## config.mk

```make
export PLATFORM = sky130hd
export DESIGN_NAME = serial_addsub
export DESIGN_NICKNAME = d
export VERILOG_FILES = /design/src/rtl/serial_addsub.sv
export SDC_FILE = /design/constraint.sdc
export NUM_CORES = 1
export LEC_CHECK = 0
export ABC_AREA = 1
export BUFFER_PORTS_ARGS = -buffer_cell sky130_fd_sc_hd__buf_4
export CAP_MARGIN = 0
export CORE_MARGIN = 5
export CORE_UTILIZATION = 25
export DETAILED_ROUTE_END_ITERATION = 10
export SYNTH_ARGS = -nofsm -noshare
export SYNTH_HDL_FRONTEND = slang
export SYNTH_SLANG_ARGS = --single-unit
```

## constraint.sdc

```tcl
create_clock -name clk -period 1.8 [get_ports clk]
set_input_delay 0.36 -clock clk [delete_from_list [all_inputs] [get_ports clk]]
set_output_delay 0.36 -clock clk [all_outputs]
set_load 0.02 [all_outputs]
```

## src/rtl/serial_addsub.sv

```systemverilog
// Bit-serial adder/subtractor: one full-adder cell plus a carry flop, reused
// over WIDTH cycles LSB first, with parallel load on start and parallel result on done.
module serial_addsub #(
    parameter int WIDTH = 4
) (
    input  logic             clk,
    input  logic             rst_n,
    input  logic             start,
    input  logic             sub,
    input  logic [WIDTH-1:0] a,
    input  logic [WIDTH-1:0] b,
    input  logic             cin,
    output logic             busy,
    output logic             done,
    output logic [WIDTH-1:0] sum,
    output logic             cout,
    output logic             ovf
);

    localparam int CW = $clog2(WIDTH);

    typedef enum logic [1:0] {
        IDLE  = 2'd0,
        SHIFT = 2'd1,
        DONE  = 2'd2
    } state_t;

    state_t           state;
    logic [WIDTH-1:0] a_sr;
    logic [WIDTH-1:0] b_sr;
    logic [WIDTH-1:0] res_sr;
    logic             carry;
    logic [CW-1:0]    cnt;

    logic             s_bit;
    logic             c_next;
    logic [WIDTH-1:0] res_next;

    // The single full-adder cell shared by every bit position.
    assign s_bit    = a_sr[0] ^ b_sr[0] ^ carry;
    assign c_next   = (a_sr[0] & b_sr[0]) | (a_sr[0] & carry) | (b_sr[0] & carry);
    assign res_next = {s_bit, res_sr[WIDTH-1:1]};

    assign busy = (state == SHIFT);

    // NOTE: all state here is sequential, so every assignment in this block is
    // non-blocking; mixing in blocking writes would make ordering simulation-dependent.
    always_ff @(posedge clk or negedge rst_n) begin
        if (!rst_n) begin
            state  <= IDLE;
            a_sr   <= '0;
            b_sr   <= '0;
            res_sr <= '0;
            carry  <= 1'b0;
            cnt    <= '0;
            done   <= 1'b0;
            sum    <= '0;
            cout   <= 1'b0;
            ovf    <= 1'b0;
        end else begin
            done <= 1'b0;
            case (state)
                IDLE, DONE: begin
                    if (start) begin
                        a_sr  <= a;
                        b_sr  <= b ^ {WIDTH{sub}};
                        carry <= cin;
                        cnt   <= '0;
                        state <= SHIFT;
                    end else begin
                        state <= IDLE;
                    end
                end
                SHIFT: begin
                    a_sr   <= a_sr >> 1;
                    b_sr   <= b_sr >> 1;
                    res_sr <= res_next;
                    carry  <= c_next;
                    if (cnt == CW'(WIDTH - 1)) begin
                        // On the MSB cycle the carry flop holds the carry into the MSB.
                        sum   <= res_next;
                        cout  <= c_next;
                        ovf   <= carry ^ c_next;
                        done  <= 1'b1;
                        state <= DONE;
                    end else begin
                        cnt <= cnt + 1'b1;
                    end
                end
                default: state <= IDLE;
            endcase
        end
    end

endmodule

```

Yosys cells after proc, flatten, opt, wreduce, memory -nomap -nowiden
Cells that the tools add are included.

word-level totals
  bits in writable memories = 0
  memories kept = 0
  latch bits = 0
  word-level logic and storage cells = 46
  input bits = 13
  bits in read-only memories = 0
  bits in registers = 24
  output and inout port bits = 8

operators by class
  div/mod/pow operators = 0
  shifts and indexed selects = 0
  $add $sub $neg = 1
  bitwise logic cells = 9
  $mul = 0
  mux-type cells = 14
  order comparisons = 0
  reduce and logical (&&, ||, !) cells = 6
  equality and inequality tests = 6

operator list
  operator               count
  $pmux W4 S2            2
  $mux W4                2
  $pmux W2 S2            2
  $mux W2                3
  $eq A2 B2 Y1 const B   2
  $mux W1                4
  $ne A2 B2 Y1 const B   2
  $reduce_and A2 Y1      2
  $xor A4 B4 Y4          1
  $and A1 B1 Y1          3
  $reduce_and A3 Y1      1
  $xor A1 B1 Y1          3
  $add A2 B1 Y2 const B  1
  $eq A2 B1 Y1 const B   1
  $logic_not A2 Y1       1
  $ne A2 B1 Y1 const B   1
  $or A1 B1 Y1           2
  $pmux W1 S2            1
  $reduce_bool A2 Y1     1
  $reduce_or A2 Y1       1

Depth between registers and ports, before layout
Gate-level depths: netlist of the first run.

  word-level depth = 4
  mapped depth = 7
  depth with buffers taken out = 6

Worst setup path before layout of the first run
Ideal clock, no wire load.

  path kind = flip-flop to flip-flop
  start point = register a_sr[0]
  end point = register ovf
  data arrival time = 1,098 ps
  cell stages (with the launch flop) = 5
  setup time = 116 ps
  period minus slack after synthesis = 1,214 ps
  slack = 586 ps
  required time = 1,684 ps
  buffers on the path = 0
  path through = dfrtp_1 > fa_1 > xor2_1 > nand2_1 > nand2_1

on the way
  word-level cells in the longest chain between the ends = 4
  elaborated cells on any way between the ends = 5
  those cells by class = bitwise: 5

RTL lines
  element                        RTL line  text
  from (decl)                    29        logic [WIDTH-1:0] a_sr;
  from (signal assigned)         75        a_sr <= a_sr >> 1;
  $and A1 B1 Y1                  41        assign c_next = (a_sr[0] & b_sr[0]) | (a_sr[0] & carry) | (b_sr[0] & carry);
  $or A1 B1 Y1 (*) (2 in a row)  41
  via c_next                     36        logic c_next;
  $xor A1 B1 Y1 (*)              83        ovf <= carry ^ c_next;
  to (signal assigned)           83
  to (decl)                      17        output logic ovf

Mark *: on every way through the listed nets, which the timed path passes. The rest lies on a longest branch.
A chain may end at the register's enable or synchronous reset.

Worst setup path in the final report of the first run
  start point = register state[0]
  end point = output port busy

on the way
  word-level cells in the longest chain between the ends = 1

RTL lines
  element                 RTL line  text
  from (decl)             28        state_t state;
  from (signal assigned)  50        state <= IDLE;
  from (signal assigned)  69        state <= SHIFT;
  from (signal assigned)  71        state <= IDLE;
  $eq A2 B1 Y1            44        assign busy = (state == SHIFT);
  to (decl)               13        output logic busy,

Every way passes these cells.

==> results by group, run 1 <==
Place
  • Placer Congestion: approximately 0.75
  • Area after DPL: around 0.0013 mm^2
  • Port bufs: 20
  • DP Wirelength: ~1500 um

STA
  • Unrepaired setup endpoints after global routing: false
  • Worst hold slack: between 200 and 300 ps
  • Max Clk Rate: between 600 and 700 MHz
  • Setup TNS: 0 ps
  • Slew HR: 0.701
  • Layout Skew: 0.816 ps
  • Slew @ Worst Pin: about 450 ps
  • Final setup violating endpoints: 0
  • Final max-slew violation count: 0
  • Final period util: 0.924
  • Final min period: approximately 1700 ps
  • Final Hold Fails: 0

Route
  • Final wirelength: roughly 2000 um
  • # DRC: 0
  • Post-DRT Antenna Nets: 0
  • DRT iter0 DRCs: 44
  • Drt first pass iters: 4
  • Detailed-route vias per instance: slightly below 4
  • Routed length per instance: between 9 and 10 um
  • Vias post-DR: about 800

Logic synthesis
  • Post-synthesis mux area share: 0
  • Syn avg cell area: about 8.5 um^2
  • Synth Area in Compound Gates: 0.00899
  • Cells after synthesis: roughly 130
  • Post-Syn Area: ~0.0011 mm^2
  • Synthesized Nets: ~150
  • Adder-cell share of the synthesized area: 0.0292
  • XOR/XNOR Fraction of Synth Area: 0.00787
  • Post-synth ARST share: 1.00
  • Flops & latches, synth: 23
  • Post-Synth Simple-Gate Area: 0.361
  • Ys Warns: 0
  • Synth area leaders: dfrtp_1, nand2_1, nand3_1
  • EDFF count, synth: 0
  • Seq/Total Area, Yosys: 0.517
  • Yosys cell types: 17
  • Top-count cell post-synth: nand2_1
  • Ys flop type: dfrtp_1
  • Post-synth top area share: 0.517
  • Post-synth top cells: nand2_1, dfrtp_1, nand3_1
  • Largest family of logic cells by synthesized area: simple AND/OR/NAND/NOR gates
  • Yosys top cell by area: dfrtp_1

Pwr
  • Flop pwr share: 0.403
  • Clock share of power: 0.137
  • Sw Ratio: 0.426
  • Leakage power: between 0.7 and 0.8 nW
  • VDD IR max: 0.719 mV
  • Internal power: 0.00132 W
  • Power Density: around 1700 mW/mm^2
  • P_sw: between 0.0009 and 0.001 W
  • Combinational Power Share: 0.460

Floorplan
  • Core Area: 0.00432 mm^2
  • IO Pins: 21
  • Number of cell rows: 24
  • Die H: ~77 um
  • Initial Util: 0.258
  • Die width: between 70 and 80 um
  • Die ar.: between 0.005 and 0.006 mm^2

Clock tree
  • H-Tree Depth: 1
  • Clock Pin Slew Worst Setup and Hold Paths: approximately 80 ps
  • CTS Buf Count: 3
  • Clock tree buffer depth: 2
  • Root buf cell: clkbuf_8
  • CTS tree: built
  • Sink Count: 23
  • Skew-Pair Late Insertion Delay: between 200 and 300 ps
  • # resized after CTS: 0

Layout
  • Layout net count: 171
  • Fin util: 0.318
  • Share of cells above drive strength 1: 0.226
  • Number of diodes: 0
  • Area grow syn2layout: 23.4%
  • Cell area after layout: around 0.0014 mm^2

Global route
  • GR Overflow Total: 0
  • Pin count of the biggest net entering global routing: 24
  • First-pass GRT wire length: roughly 3500 um
  • Initial antenna violation count: 0
  • Total track usage: 0.0702
  • Vias in the first global route: between 700 and 800

Worst setup path
  • Crit path DAT: roughly 1300 ps
  • Crit Path Class: register to primary output
  • Crit. End Element: primary output
  • Critical Path RT: between 1000 and 1500 ps
  • Worst-path cell chain: nand2_8, inv_6, buf_4
  • RR Startpoint: a_sr[0]$_DFFE_PN0P_
  • Worst-path maximum fanout: 10
  • CP startpoint kind: register
  • Critical path launch point: state[0]$_DFFE_PN0P_
  • Worst path bufs/invs: 2
  • Slowest cell on crit path: dfrtp_1
  • Top delay family on crit path: flip-flops
  • Max incr delay on CP: about 620 ps

Outcome
  • Status: complete, no violations

Hold path
  • Min-Delay Path Class: input port to register
  • Hold_sp: a[3]

Flow run
  • Max_cap viols: 0
## cell families (layout without fill, tap and decap cells)
family                   Yosys count  count (layout)
buffers and inverters             18              42
adder cells (fa/ha/maj)            2               2
AO/OA/AOI/OAI                      2               2
flip-flops                        23              23
XOR/XNOR                           1               1
AND/OR/NAND/NOR                   85              85
## worst register-to-register path, cell delays in order (launching register included)
cell and delay (ps):
dfrtp_1 410, fa_1 490, xor2_1 180, nand2_1 60
nand2_1 40
## metrics by stage
step           setup slack [ps]  instances  total power, W
2_1_floorplan               586        131         0.00172
3_3_place_gp                456        202         0.00200
3_5_place_dp                430        202         0.00201
4_1_cts                     131        207         0.00234
5_1_grt                    80.3        207         0.00252
6_report                    137        207         0.00230
## layout by cell type (no fill, tap or decap)
cell type	count
buf_4	20
clkbuf_8	3
clkinv_2	1
dfrtp_1	23
dlygate4sd3_1	1
fa_1	1
ha_1	1
inv_1	12
inv_2	2
inv_4	2
inv_6	1
nand2_1	56
nand2_4	3
nand2_8	1
nand3_1	20
nor2_1	3
nor2_2	1
nor2_8	1
o21ai_0	2
xor2_1	1
## path summary, 6_finish.rpt
check / cells past startpoint / slack [ps] / to
max: 3 / 140 / busy
min: 3 / 290 / a_sr[3]$_DFFE_PN0P_
max reg2reg: 4 / 520 / ovf$_DFFE_PN0P_
min reg2reg: 2 / 480 / sum[0]$_DFFE_PN0P_
max in group asynchronous: 2 / 1050 / sum[0]$_DFFE_PN0P_
min in group asynchronous: 2 / 520 / cout$_DFFE_PN0P_
## cell type report
cell class,count,area [um^2]
Timing Repair Buffer,21,160
Multi-Input combinational cell,90,453
Clock inverter,1,5.00
Inverter,17,73.8
Clock buffer,3,41.3
Fill cell,478,2950
Tap cell,52,65.1
Sequential cell,23,576
## routing by layer
layer | GRT usage | wire length, um | vias to the layer above
li1 | - | - | 452
met1 | 0.0969 | 1040 | 337
met2 | 0.101 | 764 | 22
met3 | 0.0340 | 171 | 2
met4 | 0.0105 | 8 | 0
met5 | 0 | 0 | -
## power by group through the flow
stage	Clock, W	Combinational (W)	Sequential [W]
after detailed placement	0	0.00108	0.000935
after CTS	0.000326	0.00108	0.000928
after global placement	0	0.00107	0.000929
final	0.000315	0.00106	0.000927
after floorplan	0	0.000767	0.000949
after global routing	0.000349	0.00121	0.000958
## repair_timing
item                                   in CTS  in global routing
setup buffers                               0                  0
endpoints found under the hold margin      23                  0
hold buffers                                1                  0
## state kept, by name (all words and copies together), names as in the netlist
signal,count
res_sr,3
cout,1
done,1
state,2
ovf,1
carry,1
sum,4
a_sr,4
cnt,2
b_sr,4
(Power assumes the default switching activity.)
==> run 2, diff against run 1 <==
- MAX_ROUTING_LAYER: default -> met4
- PLACE_DENSITY_LB_ADDON: default -> 0.1
==> run 2 against run 1 <==
Final cell count stayed put. Sequential share of layout area stayed put. Core utilization stayed put. Fmax is 0.47% higher. Combinational power hardly changed. Wire length is 15% higher. Clock skew is 5.4 ps higher. Critical path type unchanged. Largest power group unchanged.
==> results by group, run 2 (synthesis results as in run 1) <==
Route
  • Post-DRT Antenna Nets: 0 (unchanged)
  • Detailed-route vias per instance: 4.06 (+3.4%)
  • # DRC: 0 (unchanged)
  • DRT iter0 DRCs: 40 (-9.1%)
  • Routed length per instance: 11.0 um (+15%)
  • Final wirelength: 2280 um (+15%)
  • Drt first pass iters: 3 (-1)
  • Vias post-DR: 841 (+3.4%)

Floorplan
  • IO Pins: 21 (unchanged)
  • Die width: 76.7 um (unchanged)
  • Initial Util: 0.258 (unchanged)
  • Die H: 76.7 um (unchanged)
  • Number of cell rows: 24 (unchanged)
  • Die ar.: 0.00589 mm^2 (unchanged)
  • Core Area: 0.00432 mm^2 (unchanged)

STA
  • Unrepaired setup endpoints after global routing: false
  • Final Hold Fails: 0 (unchanged)
  • Setup TNS: 0 ps (unchanged)
  • Final min period: 1650 ps (-7.76 ps)
  • Layout Skew: 6.21 ps (+5.40 ps)
  • Max Clk Rate: 604 MHz (+0.47%)
  • Final period util: 0.919 (-0.00431)
  • Final max-slew violation count: 0 (unchanged)
  • Slew HR: 0.702 (about the same)
  • Worst hold slack: 308 ps (+16.4 ps)
  • Final setup violating endpoints: 0 (unchanged)
  • Slew @ Worst Pin: 447 ps (-0.584 ps)

Worst setup path
  • Worst-path maximum fanout: 10 (unchanged)
  • Top delay family on crit path: flip-flops
  • Worst path depth: 3 (unchanged)
  • Crit. End Element: primary output
  • Crit path DAT: 1290 ps (about the same)
  • Slowest cell on crit path: dfrtp_1
  • Crit Path Class: register to primary output
  • Worst path bufs/invs: 2 (unchanged)
  • Worst-path cell chain: nand2_8, inv_6, buf_4
  • R2R depth: 6 (+2)
  • RR Startpoint: cnt[0]$_DFFE_PN0P_
  • Max incr delay on CP: 620 ps (about the same)
  • Critical path launch point: state[0]$_DFFE_PN0P_
  • Critical Path RT: 1440 ps (about the same)
  • CP startpoint kind: register

Hold path
  • Hold Path Depth: 3 (unchanged)
  • Min-Delay Path Class: input port to register
  • Hold_sp: a[3]

Layout
  • Multi-input gate area: 453 um^2 (unchanged)
  • Layout net count: 171 (unchanged)
  • Share of cells above drive strength 1: 0.226 (unchanged)
  • Largest registers: a_sr (4), b_sr (4), sum (4)
  • Most frequent cells in the layout: nand2_1, dfrtp_1, nand3_1, buf_4, inv_1
  • Reg area: 576 um^2 (unchanged)
  • Number of diodes: 0 (unchanged)
  • # fillers: 465 (-2.7%)
  • Area grow syn2layout: 23.4% (unchanged)
  • Most common cell after layout, fill and taps aside: nand2_1

Clock tree
  • Skew-Pair Late Insertion Delay: 260 ps (about the same)
  • H-Tree Depth: 1 (unchanged)
  • Root buf cell: clkbuf_8
  • Clock Pin Slew Worst Setup and Hold Paths: 80 ps (about the same)
  • CTS Buf Count: 3 (unchanged)
  • Sink Count: 23 (unchanged)
  • Buffer count from post-CTS setup fixing: 0 (unchanged)
  • CTS tree: built
  • Clock tree buffer depth: 2 (unchanged)

Global route
  • Initial antenna violation count: 0 (unchanged)
  • GR Overflow Total: 0 (unchanged)
  • Total track usage: 0.0912 (+0.0210)
  • First-pass GRT wire length: 4310 um (+25%)
  • Pin count of the biggest net entering global routing: 24 (unchanged)
  • Vias in the first global route: 887 (+12%)

Outcome
  • Status: complete, no violations

Pwr
  • VDD IR max: 0.583 mV (-19%)
  • Leakage power: 0.764 nW (unchanged)
  • Power Density: 1690 mW/mm^2 (+0.88%)

Place
  • DP Wirelength: 1780 um (+17%)
  • Placer Congestion: 0.751 (+0.56%)
  • Port bufs: 20 (unchanged)

Flow run
  • Max_cap viols: 0 (unchanged)
-- run 2: layer usage --
metal,routed length [um],global-route usage,up-vias
met5,0,-,-
met4,14,0.0210,0
met3,141,0.0351,2
met2,1000,0.132,20
met1,1120,0.120,364
li1,-,-,455
-- run 2: cell type report --
cell class                 count  share of cell area
sequential                    23               0.419
multi-input combinational     90               0.330
timing repair buffer          21               0.117
inverter                      17              0.0537
tap                           52              0.0474
clock buffer                   3              0.0301
clock inverter                 1             0.00364
-- run 2: worst paths after layout --
kind                       slack [ps]                   to
max                               150                 busy
min                               310  a_sr[3]$_DFFE_PN0P_
max reg2reg                       520   cnt[1]$_DFFE_PN0P_
min reg2reg                       480     cout$_DFFE_PN0P_
max in group asynchronous        1030  b_sr[3]$_DFFE_PN0P_
min in group asynchronous         530       done$_DFF_PN0_
-- run 2: metrics by stage --
stage	total power (W)	std cells	area, um^2	utilization	worst slack (ps)
after global routing	0.00256	207	1370	0.318	47.9
after floorplan	0.00172	131	1110	-	586
final	0.00232	207	1370	0.318	145
after detailed placement	0.00203	202	1320	0.305	418
after global placement	0.00202	202	1320	0.305	455
after CTS	0.00237	207	1370	0.318	118
-- run 2: timing repair --
action,CTS,global route
hold buffers,1,0
hold endpoints to repair,23,0
resized for setup,0,0
-- run 2: worst register-to-register path: stages (launching register included) --
cell	delay, ps
dfrtp_1	400
ha_1	270
inv_2	150
nand3_1	160
inv_1	120
nand2_1	60
nand2_1	60
-- run 2: power breakdown --
part           internal, W  switching [W]
clock             0.000154       0.000167
combinational     0.000421       0.000656
sequential        0.000749       0.000171
==> run 3, diff against run 2 <==
- CORE_UTILIZATION: 25 -> 57
- SLEW_MARGIN: default -> 20
==> run 3 against run 2 <==
Sequential share of layout area is 1.6 points higher. Clock skew fell by 3.6 ps. Die area fell by 50%. Design area down 3.7%. Non-clock buffer count is the same. Via count rose by 4.8%. Largest cell class unchanged. Sequential cell count did not move. Combinational power hardly changed. Critical path depth stayed put.
==> results by group, run 3 (synthesis results as in run 1) <==
Floorplan
  • Number of cell rows: 16 (-33%)
  • Die H: 54.2 um (-29%)
  • Initial Util: 0.586 (+0.328)
  • Core Area: 0.00190 mm^2 (-56%)
  • IO Pins: 21 (unchanged)
  • Die width: 54.2 um (-29%)
  • Die ar.: 0.00294 mm^2 (-50%)

Place
  • Placed cells: 177 (-12%)
  • DP Wirelength: 1620 um (-8.6%)
  • Placer Congestion: 0.820 (+9.1%)
  • Port bufs: 20 (unchanged)

Route
  • Drt first pass iters: 4 (+1)
  • Final wirelength: 2000 um (-12%)
  • Routed wl met3: 88 um (-38%)
  • Wl on met1: 930 um (-17%)
  • Routed length per instance: 11.0 um (-0.30%)
  • Detailed-route vias per instance: 4.84 (+19%)
  • # DRC: 0 (unchanged)
  • Vias post-DR: 881 (+4.8%)
  • Highest layer used for signal routing: met4
  • DRT iter0 DRCs: 16 (-60%)
  • Detailed route wirelength on metal2: 941 um (-6.2%)
  • Post-DRT Antenna Nets: 0 (unchanged)

STA
  • Slew @ Worst Pin: 433 ps (-14.1 ps)
  • Slew HR: 0.711 (+0.00941)
  • Final max-slew violation count: 0 (unchanged)
  • Setup TNS: 0 ps (unchanged)
  • Layout Skew: 2.57 ps (-3.64 ps)
  • Max Clk Rate: 590 MHz (-2.3%)
  • Final period util: 0.942 (+0.0221)
  • Final setup violating endpoints: 0 (unchanged)
  • Final Hold Fails: 0 (unchanged)
  • Final min period: 1690 ps (+39.7 ps)
  • Unrepaired setup endpoints after global routing: false

Worst setup path
  • RR Endpoint: ovf$_DFFE_PN0P_
  • Worst path bufs/invs: 2 (unchanged)
  • Top delay family on crit path: flip-flops
  • Crit path DAT: 1330 ps (+40 ps)
  • CP startpoint kind: register
  • RR Startpoint: a_sr[0]$_DFFE_PN0P_
  • Crit Path Class: register to primary output
  • Reg2reg setup slack: 520 ps (about the same)
  • Critical path launch point: state[0]$_DFFE_PN0P_
  • Worst Setup EP: busy
  • Slowest cell on crit path: dfrtp_1
  • Worst-path cell chain: nand2_8, inv_6, buf_4
  • Max incr delay on CP: 630 ps (about the same)
  • Worst path depth: 3 (unchanged)
  • Critical Path RT: 1440 ps (about the same)
  • Worst-path maximum fanout: 10 (unchanged)
  • R2R depth: 4 (-2)
  • Crit. End Element: primary output

Global route
  • Initial antenna violation count: 0 (unchanged)
  • Pin count of the biggest net entering global routing: 24 (unchanged)
  • Vias in the first global route: 820 (-7.6%)
  • Total track usage: 0.170 (+0.0785)
  • GR Overflow Total: 0 (unchanged)
  • First-pass GRT wire length: 3540 um (-18%)

Layout
  • Number of diodes: 0 (unchanged)
  • Layout net count: 171 (unchanged)
  • Final Non-Filler Cells: 182 (-12%)
  • Most frequent cells in the layout: nand2_1, dfrtp_1, nand3_1, buf_4, inv_1
  • Area grow syn2layout: 18.8%
  • Largest registers: a_sr (4), b_sr (4), sum (4)
  • Most common cell after layout, fill and taps aside: nand2_1
  • Share of cells above drive strength 1: 0.219 (-0.00645)

Clock tree
  • Buffer count from post-CTS setup fixing: 0 (unchanged)
  • Skew-Pair Late Insertion Delay: 300 ps (+40 ps)
  • H-Tree Depth: 1 (unchanged)
  • Clock Pin Slew Worst Setup and Hold Paths: 120 ps (+40 ps)
  • CTS tree: built
  • Clock tree buffer depth: 2 (unchanged)
  • Sink Count: 23 (unchanged)
  • Root buf cell: clkbuf_4
  • CTS Buf Count: 3 (unchanged)

Pwr
  • VDD IR max: 0.983 mV (+69%)
  • Leakage power: 0.754 nW (-1.4%)
  • Power Density: 1690 mW/mm^2 (about the same)

Hold path
  • Min-Delay Path Class: input port to register

Flow run
  • Max_cap viols: 0 (unchanged)

Outcome
  • Status: complete, no violations
run 3: tightest hold or removal path, cell delays in order:
cell and delay (ps):
buf_4 70, nand2_1 40, nand2_1 50
run 3: final cells by class:
type	instances	area, um^2
sequential	23	576
multi-input combinational	90	453
timing repair buffer	21	160
inverter	17	73.8
tap	27	33.8
fill	164	579
clock buffer	4	26.3
run 3: how the worst min path moves through the flow:
stage,startpoint,endpoint,slack (ps),cells after the start
6_report,a[3],a_sr[3]$_DFFE_PN0P_,260,3
4_1_cts,a[3],a_sr[3]$_DFFE_PN0P_,260,3
2_1_floorplan,rst_n,a_sr[0]$_DFFE_PN0P_,60,0
3_5_place_dp,rst_n,carry$_DFFE_PN0P_,270,1
3_3_place_gp,rst_n,done$_DFF_PN0_,260,1
5_1_grt,a[3],a_sr[3]$_DFFE_PN0P_,250,3
run 3: where the power goes:
| group | internal, W | switching [W] |
|---|---|---|
| Sequential | 0.000747 | 0.000172 |
| Clock | 0.0000862 | 0.000149 |
| Combinational | 0.000421 | 0.000656 |
| Total | 0.00125 | 0.000977 |
run 3: per-layer routing:
metal  up-vias  global-route usage
met5         -                   -
met4         0              0.0705
met3         4              0.0277
met2        28               0.259
met1       393               0.223
li1        456                   -
run 3: repair_timing:
item,in CTS,in global routing
setup endpoints to repair,0,0
resized for setup,0,0
hold buffers,1,0
endpoints found under the hold margin,23,0
run 3: metrics by stage:
step | area (um^2) | hold slack, ps | power, W | setup WS, ps | utilization
floorplan | 1110 | 64.4 | 0.00172 | 586 | -
global placement | 1290 | 264 | 0.00198 | 465 | 0.676
detailed placement | 1290 | 268 | 0.00203 | 445 | 0.676
CTS | 1320 | 257 | 0.00227 | 91.0 | 0.695
global route | 1320 | 245 | 0.00243 | 24.1 | 0.695
finish | 1320 | 257 | 0.00223 | 105 | 0.695
